## src/rtl/basic_computer_pkg.sv

```systemverilog
// Shared encodings for the Basic Computer control path: bus sources, ALU functions,
// register-reference bit positions and counter widths.
package basic_computer_pkg;

  localparam int unsigned ScWidth     = 4;
  localparam int unsigned OpcodeWidth = 3;
  localparam int unsigned DecodeWidth = 8;
  localparam int unsigned BusSelWidth = 3;
  localparam int unsigned AluOpWidth  = 3;

  localparam logic [ScWidth-1:0] ScMax = 4'hf;

  localparam logic [BusSelWidth-1:0] BusNone = 3'd0;
  localparam logic [BusSelWidth-1:0] BusAr   = 3'd1;
  localparam logic [BusSelWidth-1:0] BusPc   = 3'd2;
  localparam logic [BusSelWidth-1:0] BusDr   = 3'd3;
  localparam logic [BusSelWidth-1:0] BusAc   = 3'd4;
  localparam logic [BusSelWidth-1:0] BusIr   = 3'd5;
  localparam logic [BusSelWidth-1:0] BusTr   = 3'd6;
  localparam logic [BusSelWidth-1:0] BusMem  = 3'd7;

  localparam logic [AluOpWidth-1:0] AluAnd    = 3'd0;
  localparam logic [AluOpWidth-1:0] AluAdd    = 3'd1;
  localparam logic [AluOpWidth-1:0] AluPassDr = 3'd2;
  localparam logic [AluOpWidth-1:0] AluCma    = 3'd3;
  localparam logic [AluOpWidth-1:0] AluShr    = 3'd4;
  localparam logic [AluOpWidth-1:0] AluShl    = 3'd5;

  localparam int unsigned RrCla = 11;
  localparam int unsigned RrCle = 10;
  localparam int unsigned RrCma = 9;
  localparam int unsigned RrCme = 8;
  localparam int unsigned RrCir = 7;
  localparam int unsigned RrCil = 6;
  localparam int unsigned RrInc = 5;
  localparam int unsigned RrSpa = 4;
  localparam int unsigned RrSna = 3;
  localparam int unsigned RrSza = 2;
  localparam int unsigned RrSze = 1;
  localparam int unsigned RrHlt = 0;

  function automatic logic [DecodeWidth-1:0] decode_op(input logic [OpcodeWidth-1:0] op);
    logic [DecodeWidth-1:0] d;
    d     = '0;
    d[op] = 1'b1;
    return d;
  endfunction

endpackage

```

## src/rtl/sequence_counter.sv

```systemverilog
// Timing-step counter: counts while enabled, synchronous clear wins over increment.
module sequence_counter
  import basic_computer_pkg::*;
(
  input  logic               clk,
  input  logic               reset_n,
  input  logic               en,
  input  logic               clr,
  output logic [ScWidth-1:0] count
);

  logic [ScWidth-1:0] count_q, count_d;

  always_comb begin
    count_d = count_q;
    if (en) begin
      count_d = clr ? '0 : count_q + ScWidth'(1);
    end
  end

  always_ff @(posedge clk or negedge reset_n) begin
    if (!reset_n) begin
      count_q <= '0;
    end else begin
      count_q <= count_d;
    end
  end

  assign count = count_q;

endmodule

```

## src/rtl/basic_control_unit.sv

```systemverilog
// Hardwired timing-and-control unit of the Basic Computer: holds SC, D0-D7, I and S and
// decodes them into register strobes, bus select, memory strobes and ALU function.
module basic_control_unit
  import basic_computer_pkg::*;
(
  input  logic                   clk,
  input  logic                   reset_n,
  input  logic [15:0]            ir,
  input  logic                   e_q,
  input  logic                   ac_msb,
  input  logic                   ac_zero,
  input  logic                   dr_zero,
  output logic                   ar_load,
  output logic                   ar_inc,
  output logic                   ar_clr,
  output logic                   pc_load,
  output logic                   pc_inc,
  output logic                   pc_clr,
  output logic                   dr_load,
  output logic                   dr_inc,
  output logic                   ac_load,
  output logic                   ac_inc,
  output logic                   ac_clr,
  output logic                   ir_load,
  output logic                   e_clr,
  output logic                   e_load,
  output logic                   e_inc,
  output logic                   mem_read,
  output logic                   mem_write,
  output logic [BusSelWidth-1:0] bus_sel,
  output logic [AluOpWidth-1:0]  alu_op,
  output logic [ScWidth-1:0]     sc,
  output logic                   running
);

  logic [DecodeWidth-1:0] d_q;
  logic                   i_flag_q;
  logic                   s_flag_q;
  logic [ScWidth-1:0]     sc_q;
  logic                   active;
  logic                   step_clr;
  logic                   sc_clr;
  logic                   halt;

  // Strobes are gated by reset_n so nothing fires while reset is held.
  assign active = reset_n & s_flag_q;
  assign sc_clr = step_clr | (sc_q == ScMax);

  sequence_counter u_sequence_counter (
    .clk    (clk),
    .reset_n(reset_n),
    .en     (s_flag_q),
    .clr    (sc_clr),
    .count  (sc_q)
  );

  always_comb begin
    ar_load   = 1'b0;
    ar_inc    = 1'b0;
    ar_clr    = 1'b0;
    pc_load   = 1'b0;
    pc_inc    = 1'b0;
    pc_clr    = 1'b0;
    dr_load   = 1'b0;
    dr_inc    = 1'b0;
    ac_load   = 1'b0;
    ac_inc    = 1'b0;
    ac_clr    = 1'b0;
    ir_load   = 1'b0;
    e_clr     = 1'b0;
    e_load    = 1'b0;
    e_inc     = 1'b0;
    mem_read  = 1'b0;
    mem_write = 1'b0;
    bus_sel   = BusNone;
    alu_op    = AluAnd;
    step_clr  = 1'b0;
    halt      = 1'b0;
    if (active) begin
      case (sc_q)
        4'd0: begin
          bus_sel = BusPc;
          ar_load = 1'b1;
        end
        4'd1: begin
          bus_sel  = BusMem;
          mem_read = 1'b1;
          ir_load  = 1'b1;
          pc_inc   = 1'b1;
        end
        4'd2: begin
          bus_sel = BusIr;
          ar_load = 1'b1;
        end
        4'd3: begin
          if (!d_q[7]) begin
            if (i_flag_q) begin
              bus_sel  = BusMem;
              mem_read = 1'b1;
              ar_load  = 1'b1;
            end
          end else begin
            step_clr = 1'b1;
            // Register reference: every selected micro-op fires in this one cycle.
            if (!i_flag_q) begin
              if (ir[RrCla]) ac_clr = 1'b1;
              if (ir[RrCle]) e_clr = 1'b1;
              if (ir[RrCma]) begin
                alu_op  = AluCma;
                ac_load = 1'b1;
              end
              if (ir[RrCme]) e_inc = 1'b1;
              if (ir[RrCir]) begin
                alu_op  = AluShr;
                ac_load = 1'b1;
                e_load  = 1'b1;
              end
              if (ir[RrCil]) begin
                alu_op  = AluShl;
                ac_load = 1'b1;
                e_load  = 1'b1;
              end
              if (ir[RrInc]) ac_inc = 1'b1;
              pc_inc = (ir[RrSpa] & ~ac_msb) | (ir[RrSna] & ac_msb) |
                       (ir[RrSza] & ac_zero) | (ir[RrSze] & ~e_q);
              halt   = ir[RrHlt];
            end
          end
        end
        4'd4: begin
          if (d_q[0] | d_q[1] | d_q[2] | d_q[6]) begin
            bus_sel  = BusMem;
            mem_read = 1'b1;
            dr_load  = 1'b1;
          end
          if (d_q[3]) begin
            bus_sel   = BusAc;
            mem_write = 1'b1;
            step_clr  = 1'b1;
          end
          if (d_q[4]) begin
            bus_sel  = BusAr;
            pc_load  = 1'b1;
            step_clr = 1'b1;
          end
          if (d_q[5]) begin
            bus_sel   = BusPc;
            mem_write = 1'b1;
            ar_inc    = 1'b1;
          end
        end
        4'd5: begin
          if (d_q[0]) begin
            alu_op   = AluAnd;
            ac_load  = 1'b1;
            step_clr = 1'b1;
          end
          if (d_q[1]) begin
            alu_op   = AluAdd;
            ac_load  = 1'b1;
            e_load   = 1'b1;
            step_clr = 1'b1;
          end
          if (d_q[2]) begin
            alu_op   = AluPassDr;
            ac_load  = 1'b1;
            step_clr = 1'b1;
          end
          if (d_q[5]) begin
            bus_sel  = BusAr;
            pc_load  = 1'b1;
            step_clr = 1'b1;
          end
          if (d_q[6]) dr_inc = 1'b1;
        end
        4'd6: begin
          if (d_q[6]) begin
            bus_sel   = BusDr;
            mem_write = 1'b1;
            pc_inc    = dr_zero;
            step_clr  = 1'b1;
          end
        end
        default: ;
      endcase
    end
  end

  always_ff @(posedge clk or negedge reset_n) begin
    if (!reset_n) begin
      d_q      <= '0;
      i_flag_q <= 1'b0;
      s_flag_q <= 1'b1;
    end else begin
      if (s_flag_q && sc_q == 4'd2) begin
        d_q      <= decode_op(ir[14:12]);
        i_flag_q <= ir[15];
      end
      if (halt) s_flag_q <= 1'b0;
    end
  end

  assign sc      = sc_q;
  assign running = s_flag_q;

  // No legal instruction reaches T15; the counter is forced back to T0 if one does.
  illegal_sc: assert property (@(posedge clk) disable iff (!reset_n) s_flag_q |-> sc_q != ScMax);

endmodule

```

## config.mk

```make
export PLATFORM = sky130hd
export DESIGN_NAME = basic_control_unit
export DESIGN_NICKNAME = d
export VERILOG_FILES = /design/src/rtl/basic_computer_pkg.sv /design/src/rtl/sequence_counter.sv /design/src/rtl/basic_control_unit.sv
export SDC_FILE = /design/constraint.sdc
export NUM_CORES = 1
export LEC_CHECK = 0
export CORE_MARGIN = 8
export CORE_UTILIZATION = 38
export DETAILED_ROUTE_END_ITERATION = 8
export HOLD_SLACK_MARGIN = 0.06
export PLACE_DENSITY = 0.78
export RECOVER_POWER = 25
export SLEW_MARGIN = 20
export SYNTH_ARGS = -nofsm -noshare
export SYNTH_HDL_FRONTEND = slang
export SYNTH_SLANG_ARGS = --single-unit
```

## constraint.sdc

```tcl
create_clock -name clk -period 2.35 [get_ports clk]
set_input_delay 0.705 -clock clk [delete_from_list [all_inputs] [get_ports clk]]
set_output_delay 0.705 -clock clk [all_outputs]
set_load 0.03 [all_outputs]
```

==> flow_summary.json, run 1 <==
{
  "hold_end": "running",
  "ant_nets": 0,
  "drt_wl_total_um": 4090,
  "wl_per_cell_um": 14.5,
  "relSlewSlack_pct": 48.8,
  "clock_latency_ns": 0.28,
  "numCtsBuffers": 3,
  "powerDensity_nw_per_um2": 216,
  "fin_ws_ns": -0.478,
  "drtIter0Drc": 43,
  "ys_ff_latch": 14,
  "setup_viol": 20,
  "p_sw_share_pct": 21.4,
  "reg2reg_depth": 10,
  "grt_pass1_wl_um": 6800,
  "drc_errors": 0,
  "clk_pin_slew_worst_paths_ns": 0.08,
  "arrival_ns": 2.12,
  "numPlacedInstances": 273,
  "reg2reg_slack_ns": 0.30,
  "std_cell_rows": 20,
  "num_vias": 1480,
  "final_common_cell": "buf_4",
  "hp-start": "running",
  "cts_tree": "done",
  "vdd_drop_max_mv": 0.258,
  "synth_edf_count": 0,
  "final_cell_mix": "47 x buf_4, 25 x clkdlybuf4s50_1, 20 x nand2_1",
  "top_usage_layer": "met2",
  "fin_nets": 266,
  "use_met2_pct": 26.1,
  "diodes": 0,
  "crit_type": "flip-flop to output port",
  "intPower_mw": 0.372,
  "crit_start": "u_sequence_counter.count[1]",
  "drv_slew": 0,
  "finalHoldViolCount": 0,
  "hold_path_depth": 1,
  "drt-pass1-iter-count": 4,
  "ys.flop_type": "dfrtp_1",
  "yosys_warnings": 0,
  "cp-start-kind": "flip-flop",
  "gp_routability_congestion": 0.871,
  "clock.fmax_ghz": 0.354,
  "p_sw_mw": 0.101,
  "cts_root_buf": "clkbuf_4",
  "syn_area_sq_um": 1190,
  "dieArea_sq_um": 5180,
  "yosysSeqAreaShare_pct": 29.5,
  "core-area_sq_um": 3030,
  "start_util_pct": 39.3,
  "drive_gt1_share_pct": 44.4,
  "place_hpwl_um": 3180,
  "cap_violations": 0,
  "rsz0062_at_grt": "true",
  "track_usage_pct": 15.9,
  "htree_levels": 1,
  "io_buffers": 47,
  "cts_sinks": 14,
  "antenna_found_initial": 0,
  "area_growth_pct": 84.0,
  "clk_path_buf_depth": 2,
  "io_pins": 50,
  "fin_hold_ws_ns": 0.538,
  "ys_async_sr_fraction_pct": 100,
  "min_period_ns": 2.83,
  "worstReg2RegEnd": "u_sequence_counter.count[0]",
  "p_clk_share_pct": 36.0,
  "cts_hold_buf": 0,
  "syn_avg_cell_area_sq_um": 7.64,
  "synth_cell_types": 45,
  "critPathRequiredTime_ns": 1.64,
  "grt_pass1_vias": 1465,
  "r2r-start": "u_sequence_counter.count[0]",
  "die_w_um": 72.0,
  "p_leak_nw": 0.902,
  "syn_inst": 156,
  "post-route-util_pct": 72.4,
  "hp-class": "flip-flop to flip-flop",
  "final_cells": 283,
  "viasPerCell": 5.23,
  "use_met1_pct": 19.1,
  "finalCritPeriodShare_pct": 120,
  "overflow": 0,
  "cp_max_fo": 2,
  "violations": "negative setup slack",
  "status": "finished with violations",
  "die_y_um": 72.0,
  "skew_ns": 0.00415,
  "total_power_mw": 0.473,
  "crit_path_end_kind": "output port",
  "p_seq_share_pct": 51.3,
  "grt_max_degree": 18,
  "pwr-share-comb_pct": 12.7,
  "worstMarginPinSlew_ns": 0.768,
  "globalRouteMet3Util_pct": 4.27
}
==> layer usage <==
| layer | share of wire (%) | routed length, um | vias up |
|---|---|---|---|
| li1 | - | - | 727 |
| met1 | 45 | 1860 | 681 |
| met2 | 44 | 1800 | 66 |
| met3 | 9.1 | 374 | 6 |
| met4 | 1.5 | 62 | 0 |
| met5 | 0 | 0 | - |
==> kinds of logic after synthesis <==
kind of cell    Yosys count  share of synthesized area (%)
fa+ha+maj                 4                           4.20
mux                       2                           1.89
flops                    14                           29.5
simple gates             75                           33.4
other cells               1                          0.315
buf+inv                  16                           5.67
compound gates           44                           25.0
==> power by group through the flow <==
stage               sequential (mW)  clock [mW]  combinational, mW
floorplan                     0.247           0             0.0155
global placement              0.247           0             0.0604
detailed placement            0.247           0             0.0611
CTS                           0.243       0.176             0.0613
global route                  0.243       0.187             0.0655
finish                        0.243       0.170             0.0602
==> metrics by stage <==
step                      instance area (sq um)  setup WS, ns  TNS (ns)
after floorplan                            1290        -0.312     -1.59
after global placement                     1970        -0.464     -5.30
after detailed placement                   1970        -0.484     -5.96
after CTS                                  2170        -0.509     -6.00
after global routing                       2190        -0.563     -6.96
final                                      2190        -0.478     -5.43
==> worst max-delay path by stage <==
stage	to	cells past startpoint
floorplan	pc_inc	6
global placement	pc_inc	6
detailed placement	pc_inc	7
CTS	pc_inc	7
global route	pc_inc	7
finish	pc_inc	7
==> registers in the layout, summed over array words and instances (netlist names) <==
name	flops
running	1
i_flag_q	1
u_sequence_counter.count	4
d_q	8
==> critical path, stage by stage (launching register included) <==
cell and delay, ns:
dfrtp_2 0.39, ha_4 0.14, or3b_4 0.39, nor3b_4 0.25
o21ai_2 0.09, a2111oi_2 0.29, or2_4 0.17, buf_6 0.12
==> area by class of cell <==
| cell class | instances | area (sq um) |
|---|---|---|
| repair buffers | 86 | 751 |
| inverters | 8 | 40.0 |
| multi-input cells | 127 | 956 |
| fillers | 230 | 836 |
| well taps | 44 | 55.1 |
| clock buffers | 4 | 36.3 |
| flip-flops and latches | 14 | 354 |
==> synthesized netlist by cell type (2+ instances only) <==
cell type	count	area share [%]
nand2_1	20	6.3
nor2_1	14	4.4
dfrtp_1	13	27
o21ai_0	12	5.0
inv_1	8	2.5
a21oi_1	7	2.9
and3_1	7	3.7
clkbuf_1	6	1.9
nor3_1	6	2.5
nand3_1	5	2.1
o31ai_1	5	3.2
ha_1	4	4.2
nor2b_1	4	2.1
and2_1	3	1.6
nand2b_1	3	1.6
nand3b_1	3	1.9
o22ai_1	3	1.6
a22oi_1	2	1.3
a31oi_1	2	1.1
buf_4	2	1.3
mux2_2	2	1.9
o41ai_1	2	1.5
==> timing repair <==
| action | CTS | global route |
|---|---|---|
| endpoints found under the setup margin | 21 | 21 |
| gates resized for setup | 41 | 4 |
| setup buffers | 3 | 5 |
| pin swaps | 13 | 6 |
No activity file was read; power rests on OpenSTA's default activity.
==> inputs of run 2 (changes only) <==
--- a/config.mk
+++ b/config.mk
@@ -5,13 +5,15 @@
 export SDC_FILE = /design/constraint.sdc
 export NUM_CORES = 1
 export LEC_CHECK = 0
+export ABC_AREA = 1
 export CORE_MARGIN = 8
 export CORE_UTILIZATION = 38
 export DETAILED_ROUTE_END_ITERATION = 8
 export HOLD_SLACK_MARGIN = 0.06
-export PLACE_DENSITY = 0.78
+export PLACE_DENSITY = 0.8
 export RECOVER_POWER = 25
 export SLEW_MARGIN = 20
 export SYNTH_ARGS = -nofsm -noshare
 export SYNTH_HDL_FRONTEND = slang
 export SYNTH_SLANG_ARGS = --single-unit
+export TNS_END_PERCENT = 20
==> run 2 against run 1 <==
The flow still finishes with violations (negative setup slack). Critical endpoint is now bus_sel[1]. Maximum frequency grew 17%. Clock power is essentially flat. Critical path depth grew 2. Register-to-register slack gained 0.25 ns. Cell count shrank 3.5%. Die area shrank 3.9%. Critical path type unchanged. Non-clock buffer count shrank 11. Clock skew shrank 0.0029 ns. Power grew to 5.3 times the previous value.
==> flow_summary.json, run 2 <==
{
  "status": "finished with violations",
  "violations": "negative setup slack",
  "area_growth_pct": 78.4,
  "ys_async_sr_fraction_pct": 100,
  "worstMarginPinSlew_ns": 0.770,
  "grt_pass1_vias": 1444,
  "drv_slew": 0,
  "min_period_ns": 2.42,
  "crit_start": "u_sequence_counter.count[3]",
  "cts_sinks": 14,
  "total_power_mw": 2.51,
  "slowest_stage": "dfrtp_2",
  "path_buf_inv": 3,
  "dpl_worst_slack_ns": -0.210,
  "p_seq_share_pct": 22.2,
  "crit_family": "simple AND/OR/NAND/NOR gates",
  "r2r-start": "u_sequence_counter.count[0]",
  "cts_tree": "done",
  "postLayoutCellArea_sq_um": 2020,
  "core-area_sq_um": 2780,
  "drive_gt1_share_pct": 42.1,
  "fin_ws_ns": -0.0730,
  "cap_violations": 0,
  "numPlacedInstances": 255,
  "cp_max_fo": 4,
  "relSlewSlack_pct": 48.7,
  "start_util_pct": 40.7,
  "cpPeakStageDelay_ns": 0.46,
  "cp-start-kind": "flip-flop",
  "synth_top_cell_area_share_pct": 28.8,
  "num_vias": 1474,
  "cpMostUsedCell": "nor2_4",
  "yosysSeqAreaShare_pct": 31.1,
  "p_sw_mw": 1.30,
  "drt_wl_total_um": 4440,
  "rsz0062_at_grt": "true",
  "critPathRequiredTime_ns": 1.64,
  "skew_ns": 0.00127,
  "crit_path_end_kind": "output port",
  "clk_path_buf_depth": 2,
  "track_usage_pct": 16.2,
  "vdd_drop_max_mv": 1.01,
  "syn_inst": 168,
  "diodes": 0,
  "io_pins": 50,
  "post-route-util_pct": 72.6,
  "numCtsBuffers": 3,
  "grt_max_degree": 20,
  "drt-pass1-iter-count": 4,
  "hp-class": "flip-flop to flip-flop",
  "final_cells": 273,
  "die_y_um": 70.6,
  "largest-register": "d_q",
  "syn_avg_cell_area_sq_um": 6.73,
  "setup_viol": 12,
  "intPower_mw": 1.21,
  "cp_cell_sequence": "nor2_4 -> buf_6 -> inv_6 -> nor2_4 -> nand2_2 -> nand2_4 -> nor2_2 -> a21oi_2 -> buf_4",
  "die_w_um": 70.6,
  "crit_type": "flip-flop to output port",
  "arrival_ns": 1.72,
  "viasPerCell": 5.40,
  "hp-start": "d_q[0]",
  "place_hpwl_um": 2820,
  "largest_reg_flops": 8,
  "final_common_cell": "buf_4",
  "clk_pin_slew_worst_paths_ns": 0.08,
  "yosys_warnings": 0,
  "synth_area_leader_cell": "dfrtp_1",
  "placed_area_sq_um": 1680,
  "gp_routability_congestion": 0.925,
  "p_leak_nw": 0.964,
  "powerDensity_nw_per_um2": 1250,
  "drc_errors": 0,
  "synth_cell_types": 27,
  "ys_ff_latch": 14,
  "pwr-share-comb_pct": 71.1,
  "p_sw_share_pct": 51.8,
  "ys_top_cells_by_area": "dfrtp_1 29%, nand2_1 11%, inv_1 8.0%, nor2_1 6.6%, a21oi_1 6.2%",
  "p_clk_share_pct": 6.7,
  "htree_levels": 1,
  "syn_area_sq_um": 1130,
  "synth_edf_count": 0,
  "setup_tns_ns": -0.471,
  "antenna_found_initial": 0,
  "overflow": 0,
  "final_cell_mix": "38 x buf_4, 28 x nand2_1, 17 x inv_1",
  "synth.most_common_cell": "nand2_1",
  "clock.fmax_ghz": 0.413,
  "grt_pass1_wl_um": 6830,
  "ys.flop_type": "dfrtp_1",
  "dieArea_sq_um": 4980,
  "wl_per_cell_um": 16.3,
  "cts_root_buf": "clkbuf_4",
  "clock_latency_ns": 0.27,
  "yosys-top-cells-count": "33 x nand2_1, 24 x inv_1, 20 x nor2_1, 14 x a21oi_1, 13 x dfrtp_1",
  "fill_cells": 233,
  "io_buffers": 47,
  "std_cell_rows": 19,
  "fin_hold_ws_ns": 0.515,
  "finalCritPeriodShare_pct": 103,
  "finalHoldViolCount": 0,
  "drtIter0Drc": 80,
  "ant_nets": 0,
  "fin_nets": 269
}
[run 2: metal layers]
layer / up-vias / share of wire, % / wire length (um) / global-route usage (%)
met3: 11 / 7.1 / 314 / 3.07
met2: 64 / 52 / 2320 / 27.9
li1: 703 / - / - / -
met4: 0 / 2.4 / 107 / 7.00
met1: 696 / 38 / 1700 / 19.2
met5: - / 0 / 0 / 0
[run 2: logic make-up after synthesis]
logic type,after synthesis,share of synthesized area [%]
xor+xnor,3,2.32
compound gates,36,18.7
fa+ha+maj,4,4.42
buf+inv,32,12.3
other cells,1,0.332
flops,14,31.1
simple gates,78,30.9
[run 2: power by group through the flow]
stage	Clock (mW)	Combinational, mW	Sequential (mW)
final	0.169	1.79	0.557
after detailed placement	0	1.33	0.501
after floorplan	0	0.778	0.561
after CTS	0.175	1.54	0.525
after global placement	0	1.32	0.493
after global routing	0.191	1.92	0.564
[run 2: repair_timing]
action	CTS	global route
hold buffers	0	0
setup endpoints to repair	21	21
pin swaps	15	18
buffers inserted	10	4
resized for setup	44	36
[run 2: final cells by class]
type	instances	area (sq um)	share of cell area [%]
clock buffers	4	36.3	1.80
flip-flops and latches	14	355	17.6
multi-input cells	123	823	40.8
well taps	31	38.8	1.92
inverters	26	110	5.46
repair buffers	75	654	32.4
[run 2: final timing paths]
path                                          endpoint  slack [ns]  cells after the start
max                                         bus_sel[1]       -0.07                      9
min                                             d_q[0]        0.51                      2
max reg2reg                                     d_q[4]        0.55                      8
min reg2reg                                     d_q[0]        0.51                      2
max in group asynchronous  u_sequence_counter.count[3]        1.06                      2
min in group asynchronous  u_sequence_counter.count[0]        0.64                      3
[run 2: worst min-delay path, delay by kind of cell, from the launching register on]
family	cells	cell delay (ns)
DFF	1	0.37
and+or+nand+nor	1	0.06
AOI/OAI and AO/OA	1	0.05
